### src/rtl/barrett_issue_if.sv
// Handshake and datapath bundle between the job source, the barrett divider
// and the result consumer around barrett_issue_ctrl.
interface barrett_issue_if #(
  parameter int M0LEN = 14,
  parameter int SHIFT = 27
);
  logic                   in_valid;
  logic                   in_ready;
  logic [2*M0LEN-1:0]     in_dividend;
  logic [M0LEN-1:0]       in_m0;
  logic [SHIFT-1:0]       in_m0_inverse;
  logic                   in_last;
  logic [2*M0LEN-1:0]     br_dividend;
  logic [M0LEN-1:0]       br_m0;
  logic [SHIFT-1:0]       br_m0_inverse;
  logic [M0LEN-1:0]       br_quotient;
  logic [M0LEN-1:0]       br_remainder;
  logic                   out_valid;
  logic                   out_ready;
  logic [M0LEN-1:0]       out_quotient;
  logic [M0LEN-1:0]       out_remainder;
  logic                   out_last;

  modport slave (
    input  in_valid, in_dividend, in_m0, in_m0_inverse, in_last,
    input  br_quotient, br_remainder, out_ready,
    output in_ready, br_dividend, br_m0, br_m0_inverse,
    output out_valid, out_quotient, out_remainder, out_last
  );

  modport master (
    output in_valid, in_dividend, in_m0, in_m0_inverse, in_last,
    output br_quotient, br_remainder, out_ready,
    input  in_ready, br_dividend, br_m0, br_m0_inverse,
    input  out_valid, out_quotient, out_remainder, out_last
  );
endinterface

### src/rtl/barrett_issue_ctrl.sv
// Issue/collect stage around the fixed-latency barrett divider: credit-gated
// issue, in-flight tracking and a small circular result FIFO.
module barrett_issue_ctrl_chk #(
  parameter int CW    = 4,
  parameter int DEPTH = 4
) (
  input logic          clk,
  input logic          rst_n,
  input logic [CW-1:0] count,
  input logic          push
);
  // FIFO occupancy never exceeds its capacity
  a_count_bound: assert property (@(posedge clk) disable iff (!rst_n)
    count <= CW'(DEPTH));

  // credit scheme must never let a result arrive at a full FIFO
  a_no_overflow: assert property (@(posedge clk) disable iff (!rst_n)
    !(push && (count == CW'(DEPTH))));
endmodule

module barrett_issue_ctrl #(
  parameter int M0LEN = 14,
  parameter int SHIFT = 27,
  parameter int LAT   = 2,
  parameter int DEPTH = 4
) (
  input logic           clk,
  input logic           rst_n,
  barrett_issue_if.slave bus
);
  localparam int PW = (DEPTH > 1) ? $clog2(DEPTH) : 1;
  localparam int CW = $clog2(DEPTH + LAT + 1) + 1;

  logic               rst_n_q_r;
  logic [LAT-1:0]     vsr_r;
  logic [LAT-1:0]     tsr_r;
  logic [LAT-1:0]     vsr_next_s;
  logic [LAT-1:0]     tsr_next_s;
  logic [PW-1:0]      wr_ptr_r;
  logic [PW-1:0]      rd_ptr_r;
  logic [CW-1:0]      count_r;
  logic [CW-1:0]      inflight_s;
  logic               issue_s;
  logic               push_s;
  logic               pop_s;
  logic               ready_s;
  logic [M0LEN-1:0]   q_mem_r [DEPTH];
  logic [M0LEN-1:0]   r_mem_r [DEPTH];
  logic               l_mem_r [DEPTH];

  function automatic logic [CW-1:0] popcount(input logic [LAT-1:0] v);
    logic [CW-1:0] n;
    n = {CW{1'b0}};
    for (int i = 0; i < LAT; i++) begin
      n = n + CW'(v[i]);
    end
    return n;
  endfunction

  function automatic logic [PW-1:0] ptr_inc(input logic [PW-1:0] p);
    return (p == PW'(DEPTH - 1)) ? {PW{1'b0}} : p + PW'(1);
  endfunction

  // barrett registers its own inputs, so the issue buses are plain copies
  assign bus.br_dividend   = bus.in_dividend;
  assign bus.br_m0         = bus.in_m0;
  assign bus.br_m0_inverse = bus.in_m0_inverse;

  // pops in the current cycle are deliberately not credited
  assign inflight_s = popcount(vsr_r);
  assign ready_s    = rst_n_q_r & ((count_r + inflight_s) < CW'(DEPTH));
  assign issue_s    = bus.in_valid & ready_s;
  assign push_s     = vsr_r[LAT-1];
  assign pop_s      = bus.out_valid & bus.out_ready;

  assign bus.in_ready      = ready_s;
  assign bus.out_valid     = (count_r != {CW{1'b0}});
  assign bus.out_quotient  = q_mem_r[rd_ptr_r];
  assign bus.out_remainder = r_mem_r[rd_ptr_r];
  assign bus.out_last      = l_mem_r[rd_ptr_r];

  // next value of the in-flight valid/tag shift registers
  always_comb begin
    vsr_next_s    = {LAT{1'b0}};
    tsr_next_s    = {LAT{1'b0}};
    vsr_next_s[0] = issue_s;
    tsr_next_s[0] = bus.in_last;
    for (int i = 1; i < LAT; i++) begin
      vsr_next_s[i] = vsr_r[i-1];
      tsr_next_s[i] = tsr_r[i-1];
    end
  end

  // control state: reset tracker, in-flight tracking, FIFO pointers and count
  always_ff @(posedge clk) begin
    if (!rst_n) begin
      rst_n_q_r <= 1'b0;
      vsr_r     <= {LAT{1'b0}};
      tsr_r     <= {LAT{1'b0}};
      wr_ptr_r  <= {PW{1'b0}};
      rd_ptr_r  <= {PW{1'b0}};
      count_r   <= {CW{1'b0}};
    end else begin
      rst_n_q_r <= 1'b1;
      vsr_r     <= vsr_next_s;
      tsr_r     <= tsr_next_s;
      if (push_s) begin
        wr_ptr_r <= ptr_inc(wr_ptr_r);
      end
      if (pop_s) begin
        rd_ptr_r <= ptr_inc(rd_ptr_r);
      end
      case ({push_s, pop_s})
        2'b10:   count_r <= count_r + CW'(1);
        2'b01:   count_r <= count_r - CW'(1);
        default: count_r <= count_r;
      endcase
    end
  end

  // result capture into the FIFO storage; contents are don't-care under reset
  always_ff @(posedge clk) begin
    if (push_s) begin
      q_mem_r[wr_ptr_r] <= bus.br_quotient;
      r_mem_r[wr_ptr_r] <= bus.br_remainder;
      l_mem_r[wr_ptr_r] <= tsr_r[LAT-1];
    end
  end

  barrett_issue_ctrl_chk #(
    .CW    (CW),
    .DEPTH (DEPTH)
  ) u_chk (
    .clk   (clk),
    .rst_n (rst_n),
    .count (count_r),
    .push  (push_s)
  );
endmodule

### src/flat_wrapper.sv
// flat-port wrapper written by rule: the top's interface ports become plain ports
module barrett_issue_ctrl_flat 
#(
  parameter int M0LEN = 14,
  parameter int SHIFT = 27,
  parameter int LAT   = 2,
  parameter int DEPTH = 4
)
  (clk, rst_n, bus_in_valid, bus_in_dividend, bus_in_m0, bus_in_m0_inverse, bus_in_last, bus_br_quotient, bus_br_remainder, bus_out_ready, bus_in_ready, bus_br_dividend, bus_br_m0, bus_br_m0_inverse, bus_out_valid, bus_out_quotient, bus_out_remainder, bus_out_last);
  barrett_issue_if #(.M0LEN(M0LEN), .SHIFT(SHIFT)) bus_i ();
  input logic clk;
  input logic rst_n;
  input wire logic [$bits(bus_i.in_valid)-1:0] bus_in_valid;
  input wire logic [$bits(bus_i.in_dividend)-1:0] bus_in_dividend;
  input wire logic [$bits(bus_i.in_m0)-1:0] bus_in_m0;
  input wire logic [$bits(bus_i.in_m0_inverse)-1:0] bus_in_m0_inverse;
  input wire logic [$bits(bus_i.in_last)-1:0] bus_in_last;
  input wire logic [$bits(bus_i.br_quotient)-1:0] bus_br_quotient;
  input wire logic [$bits(bus_i.br_remainder)-1:0] bus_br_remainder;
  input wire logic [$bits(bus_i.out_ready)-1:0] bus_out_ready;
  output wire logic [$bits(bus_i.in_ready)-1:0] bus_in_ready;
  output wire logic [$bits(bus_i.br_dividend)-1:0] bus_br_dividend;
  output wire logic [$bits(bus_i.br_m0)-1:0] bus_br_m0;
  output wire logic [$bits(bus_i.br_m0_inverse)-1:0] bus_br_m0_inverse;
  output wire logic [$bits(bus_i.out_valid)-1:0] bus_out_valid;
  output wire logic [$bits(bus_i.out_quotient)-1:0] bus_out_quotient;
  output wire logic [$bits(bus_i.out_remainder)-1:0] bus_out_remainder;
  output wire logic [$bits(bus_i.out_last)-1:0] bus_out_last;
  assign bus_i.in_valid = bus_in_valid;
  assign bus_i.in_dividend = bus_in_dividend;
  assign bus_i.in_m0 = bus_in_m0;
  assign bus_i.in_m0_inverse = bus_in_m0_inverse;
  assign bus_i.in_last = bus_in_last;
  assign bus_i.br_quotient = bus_br_quotient;
  assign bus_i.br_remainder = bus_br_remainder;
  assign bus_i.out_ready = bus_out_ready;
  assign bus_in_ready = bus_i.in_ready;
  assign bus_br_dividend = bus_i.br_dividend;
  assign bus_br_m0 = bus_i.br_m0;
  assign bus_br_m0_inverse = bus_i.br_m0_inverse;
  assign bus_out_valid = bus_i.out_valid;
  assign bus_out_quotient = bus_i.out_quotient;
  assign bus_out_remainder = bus_i.out_remainder;
  assign bus_out_last = bus_i.out_last;
  barrett_issue_ctrl #(.M0LEN(M0LEN), .SHIFT(SHIFT), .LAT(LAT), .DEPTH(DEPTH)) u_core (.clk(clk), .rst_n(rst_n), .bus(bus_i));
endmodule
### config.mk
export PLATFORM = sky130hd
export DESIGN_NAME = barrett_issue_ctrl_flat
export DESIGN_NICKNAME = d
export VERILOG_FILES = /design/src/rtl/barrett_issue_if.sv /design/src/rtl/barrett_issue_ctrl.sv /design/src/flat_wrapper.sv
export SDC_FILE = /design/constraint.sdc
export NUM_CORES = 1
export LEC_CHECK = 0
export BUFFER_PORTS_ARGS = -buffer_cell sky130_fd_sc_hd__buf_2
export CORE_MARGIN = 2
export CORE_UTILIZATION = 25
export DETAILED_ROUTE_END_ITERATION = 12
export HOLD_SLACK_MARGIN = 0.1
export PLACE_DENSITY_LB_ADDON = 0.25
export SKIP_CTS_REPAIR_TIMING = 1
export SLEW_MARGIN = 10
export SYNTH_ARGS = -nofsm -noshare
export SYNTH_HDL_FRONTEND = slang
export SYNTH_SLANG_ARGS = --single-unit
### constraint.sdc
create_clock -name clk -period 3.7 [get_ports clk]
set_clock_uncertainty 0.1 [all_clocks]
set_input_delay 0 -clock clk [delete_from_list [all_inputs] [get_ports clk]]
set_output_delay 0 -clock clk [all_outputs]
set_load 0.03 [all_outputs]
# Word level (Yosys, flattened, before mapping)
# Memories as Yosys holds them, arrays and structs flattened. A register that Yosys moved wholly into a read port is not among the register bits.
# Index checks and enable logic that the tools add are counted.
totals:
  n_memories: 3
  ram_bits: 116
  output_inout_bits: 100
  regBits: 13
mem_list:
  columns: ["memory", "words", "width", "rd", "rd_ports_with_merged_regs", "write_ports", "line_no", "source"]
  rows:
  - ["u_core.q_mem_r", 4, 14, 1, 1, 1, "barrett_issue_ctrl.sv:47", "logic [M0LEN-1:0] q_mem_r [DEPTH];"]
  - ["u_core.r_mem_r", 4, 14, 1, 1, 1, "barrett_issue_ctrl.sv:48", "logic [M0LEN-1:0] r_mem_r [DEPTH];"]
  - ["u_core.l_mem_r", 4, 1, 1, 1, 1, "barrett_issue_ctrl.sv:49", "logic l_mem_r [DEPTH];"]
op_classes:
  reduce_logical: 2
  n_eq_ne: 4
  order_cmp: 1
  n_mux: 12
  bitwise_logic: 3
  add_sub_neg: 6
op_table:
  columns: ["cell", "n"]
  rows:
  - ["2-bit 2-to-1 mux", 8]
  - ["4-bit one-hot mux with 2 select lines", 1]
  - ["2-bit == test (second input constant)", 3]
  - ["2-bit by 1-bit adder with 2-bit output (second input constant)", 2]
  - ["4-bit by 1-bit adder with 4-bit output (second input constant)", 1]
  - ["4-bit adder", 1]
  - ["4-bit by 3-bit < comparator with 1-bit output (second input constant)", 1]
  - ["4-bit nonzero test", 1]
  - ["4-bit by 1-bit subtractor with 4-bit output (second input constant)", 1]
  - ["1-bit AND", 3]
  - ["1-bit 2-to-1 mux", 3]
  - ["1-bit by 1-bit adder with 2-bit output", 1]
  - ["2-bit by 1-bit == test with 1-bit output (second input constant)", 1]
  - ["2-bit nonzero test", 1]

# Longest topological paths before layout
logic_depth:
  ltp_word: 5
  ltp_mapped: 10
  mapped_depth_nobuf: 10

# Worst setup path before layout
# Ideal clock, no wire load.
synth_path:
  path_type: "register -> register"
  startpoint: "register u_core.count_r[1]"
  endpoint: "register u_core.count_r[2]"
  path_buffers: 0
  required_time_ns: 3.530
  stages_incl_launch_ff: 11
  setup_ns: 0.070
  arrival_ns: 2.315
  slack_ns: 1.215
  period_less_slack_ns: 2.485
  path_cell_list: "dfxtp_1 > or4_4 > nand2_2 > inv_1 > ha_1 > xor2_1 > ha_1 > a21oi_1 > xor2_1 > or3_1 > a21boi_1"
synth_between:
  elab_chain_cells: 4
  word_cells_on_any_way: 8
synth_rtl:
  columns: ["element", "line_no", "source"]
  rows:
  - ["start: declaration", "barrett_issue_ctrl.sv:41", "logic [CW-1:0] count_r;"]
  - ["start signal: assignment", "barrett_issue_ctrl.sv:102", "count_r <= {CW{1'b0}};"]
  - ["start signal: assignment", "barrett_issue_ctrl.sv:114", "2'b10: count_r <= count_r + CW'(1);"]
  - ["start signal: assignment", "barrett_issue_ctrl.sv:115", "2'b01: count_r <= count_r - CW'(1);"]
  - ["4-bit nonzero test *", "barrett_issue_ctrl.sv:77", "assign bus.out_valid = (count_r != {CW{1'b0}});"]
  - ["via bus_out_valid", "flat_wrapper.sv:25", "output wire logic [$bits(bus_i.out_valid)-1:0] bus_out_valid;"]
  - ["1-bit AND *", "barrett_issue_ctrl.sv:74", "assign pop_s = bus.out_valid & bus.out_ready;"]
  - ["2-bit by 1-bit == test with 1-bit output or 2-bit == test (tied branches)", "barrett_issue_ctrl.sv:113", "case ({push_s, pop_s})"]
  - ["4-bit one-hot mux with 2 select lines or 2-bit nonzero test (tied branches)", null, null]
# The timed path passes the listed nets; every way through them passes the cells marked *.
# A chain may end at the register's enable or synchronous reset.

# Worst setup path after layout
layout_path:
  startpoint: "register u_core.count_r[1]"
  endpoint: "register u_core.count_r[2]"
layout_between:
  elab_chain_cells: 4
  word_cells_on_any_way: 8
layout_rtl:
  columns: ["element", "line_no"]
  rows:
  - ["4-bit nonzero test", "barrett_issue_ctrl.sv:77"]
  - ["1-bit AND", "barrett_issue_ctrl.sv:74"]
  - ["2-bit by 1-bit == test with 1-bit output or 2-bit == test (tied branches)", "barrett_issue_ctrl.sv:113"]
  - ["4-bit one-hot mux with 2 select lines or 2-bit nonzero test (tied branches)", null]
# Several ways; a longest one is shown, not always the timed one.

==> out/metrics.cfg <==
[run_status]
status = complete, no violations

[placed_design]
dp_hpwl_um = 6710
place.gp.congestion = 0.646
numPortBuffers = 63
placed_cell_area_um2 = 5570

[cells_and_area]
n_antenna_cell = 0
area.growth.synth_to_final_pct = 31.8
seq_area_um2 = 3780
final_common_cell = edfxtp_1
layout_common_cells = edfxtp_1, dlygate4sd3_1, buf_2
nNetsFinal = 520
nFillCells = 2025
fin_area_um2 = 7170
multi_input_area_um2 = 1090
layout-drive-gt1-share_pct = 31.6

[synth]
netlist_top_cells_area = edfxtp_1, mux4_2, buf_4, dfxtp_1, ha_1
synth_area_um2 = 5440
synthXorXnorAreaFrac_pct = 0.483
synth_compound_area_share_pct = 1.33
synth_top_family_by_area = multiplexers
avgSynthCellArea_um2 = 18.4
ys_seq_elements = 131
yosysSeqAreaShare_pct = 69.6
synthMuxAreaShare_pct = 12.7
synth.largest_area_cell = edfxtp_1
synthDistinctLibCells = 31
ys_warn_count = 0
synthAdderAreaFrac_pct = 2.30
synth_top_area_share_pct = 64.0
yosys.area_share.simple_pct = 3.08
synth_nets = 408
synthCells = 296

[timing]
tightest_slew_ns = 1.05
rsz0062_at_grt = no
drv_slew = 0
maxSlewHeadroom_pct = 29.6
fin_crit_ns = 2.57
timing.fmax_mhz = 389
finalSetupViolations = 0
final-hold-violation-count = 0
post-route-period-util_pct = 69.6
tns_ns = 0

[setup_path]
crit_type = reg -> reg
cp-start-kind = flip-flop
cp.arrival_ns = 2.82
critPathRequiredTime_ns = 3.94
r2r_slack_ns = 1.13
worstPathMaxFanout = 8
crit_path_end_kind = flip-flop

[global_route]
antenna_found_initial = 0
grt_util_all_layers_pct = 9.74
grt_max_degree = 30
grt.overflow.total = 0
grt_pass1_vias = 2651
grt_pass1_wl_um = 15600

[clock_network]
cts_tree = yes
worstSkewPairLatency_ns = 0.41
cts_buffers = 17
cts.clk_slew.worst_paths_ns = 0.06
clock-sinks = 131
cts_max_path_buffers = 2
clockRootBuffer = clkbuf_16
htree_num_levels = 4

[routing]
routed_via_density = 4.12
routed_wl_um = 11300
via_count = 2866
dr.pass1.iters = 4
wl_per_cell_um = 16.2
route.antenna.remaining_nets = 0
drcViolationCount = 0
drt-initial-drc-count = 100

[floorplanning]
rows = 53
die_h_um = 152
start_util_pct = 25.6
ios = 202
core_um2 = 21200
die_area_um2 = 23000
die_x_um = 152

[pwr]
power.leakage_nw = 2.51
power_density_nw_per_um2 = 546
irDropWorstVdd_v = 0.000232

[hold_path]
worstHoldPathType = in -> reg

[flow_run]
drv_cap = 0

-- worst max-delay path: stages, from the launching register on --
cell,delay [ns]
dfxtp_1,0.38
or4_4,0.56
nand2_2,0.11
inv_1,0.06
ha_1,0.24
xor2_1,0.16
ha_1,0.18
a21oi_1,0.16
xor2_1,0.10
or3_1,0.32
a21boi_1,0.13
-- cell type report --
type / instances / share of cell area [%]
flip-flops and latches: 131 / 52.8
multi-input cells: 85 / 15.2
inverters: 4 / 0.209
clock inverters: 10 / 1.54
clock buffers: 22 / 6.34
well taps: 275 / 4.80
repair buffers: 169 / 19.1
-- cells by family (layout without fill, tap and decap cells) --
family          Yosys count  in the layout
flops                   131            131
buf+inv                  80            205
mux                      33             33
simple gates             29             29
fa+ha+maj                10             10
compound gates           10             10
xor+xnor                  3              3
-- synth_stat cells (all sizes together) --
| library cell | number |
|---|---|
| xor2 | 2 |
| dfxtp | 15 |
| a31oi | 2 |
| ha | 10 |
| a21boi | 3 |
| or3 | 2 |
| o21ai | 2 |
| nor2 | 1 |
| and2 | 9 |
| and3 | 1 |
| nor3 | 2 |
| a21oi | 1 |
| edfxtp | 116 |
| clkbuf | 2 |
| mux4 | 29 |
| nand2b | 1 |
| inv | 4 |
| or4 | 1 |
| nand3 | 2 |
| o21a | 1 |
| buf | 74 |
| mux2i | 4 |
| or2 | 1 |
| nand3b | 1 |
| nor2b | 2 |
| xnor2 | 1 |
| a21o | 1 |
| nand2 | 6 |
-- worst paths after layout --
path / endpoint / depth (start not counted) / start
max: u_core.count_r[2]$_SDFFE_PN0P_ / 10 / u_core.count_r[1]$_SDFFE_PN0P_
min reg2reg: u_core.vsr_r[1]$_SDFF_PN0_ / 1 / u_core.vsr_r[0]$_SDFF_PN0_
min: u_core.q_mem_r[1][5]$_DFFE_PP_ / 2 / bus_br_quotient[5]
max reg2reg: u_core.count_r[2]$_SDFFE_PN0P_ / 10 / u_core.count_r[1]$_SDFFE_PN0P_
-- where the power goes --
| group | leakage, nW | switching [mW] | internal, mW |
|---|---|---|---|
| clock | 0.278 | 0.576 | 1.00 |
| combinational | 1.06 | 0.370 | 0.276 |
| sequential | 1.17 | 0.0481 | 1.64 |
-- per-layer routing --
| metal | vias up | GRT usage [%] | part of all wire [%] |
|---|---|---|---|
| met5 | - | 0 | 0 |
| met4 | 0 | 8.15 | 2.3 |
| met3 | 15 | 3.68 | 7.1 |
| met2 | 163 | 15.9 | 53 |
| met1 | 1399 | 9.89 | 38 |
| li1 | 1289 | - | - |
-- sequential cells by signal, indices dropped and copies added (netlist names), named ones only --
| signal | cells |
|---|---|
| u_core.l_mem_r | 4 |
| u_core.rd_ptr_r | 2 |
| u_core.tsr_r | 2 |
| u_core.q_mem_r | 56 |
| u_core.rst_n_q_r | 1 |
| u_core.r_mem_r | 56 |
| u_core.wr_ptr_r | 2 |
| u_core.vsr_r | 2 |
| u_core.count_r | 4 |
-- through the flow --
stage	power (mW)	cells	util (%)	hold slack, ns	setup slack (ns)
2_1_floorplan	2.20	296	-	-0.0723	1.22
3_3_place_gp	2.20	561	26.3	-0.0998	1.18
3_5_place_dp	2.20	561	26.3	-0.0998	1.15
4_1_cts	3.80	593	28.9	-0.315	1.13
5_1_grt	4.08	696	33.8	0.241	0.969
6_report	3.91	696	33.8	0.243	1.13
Note: power is estimated with default switching activity, not from simulation.
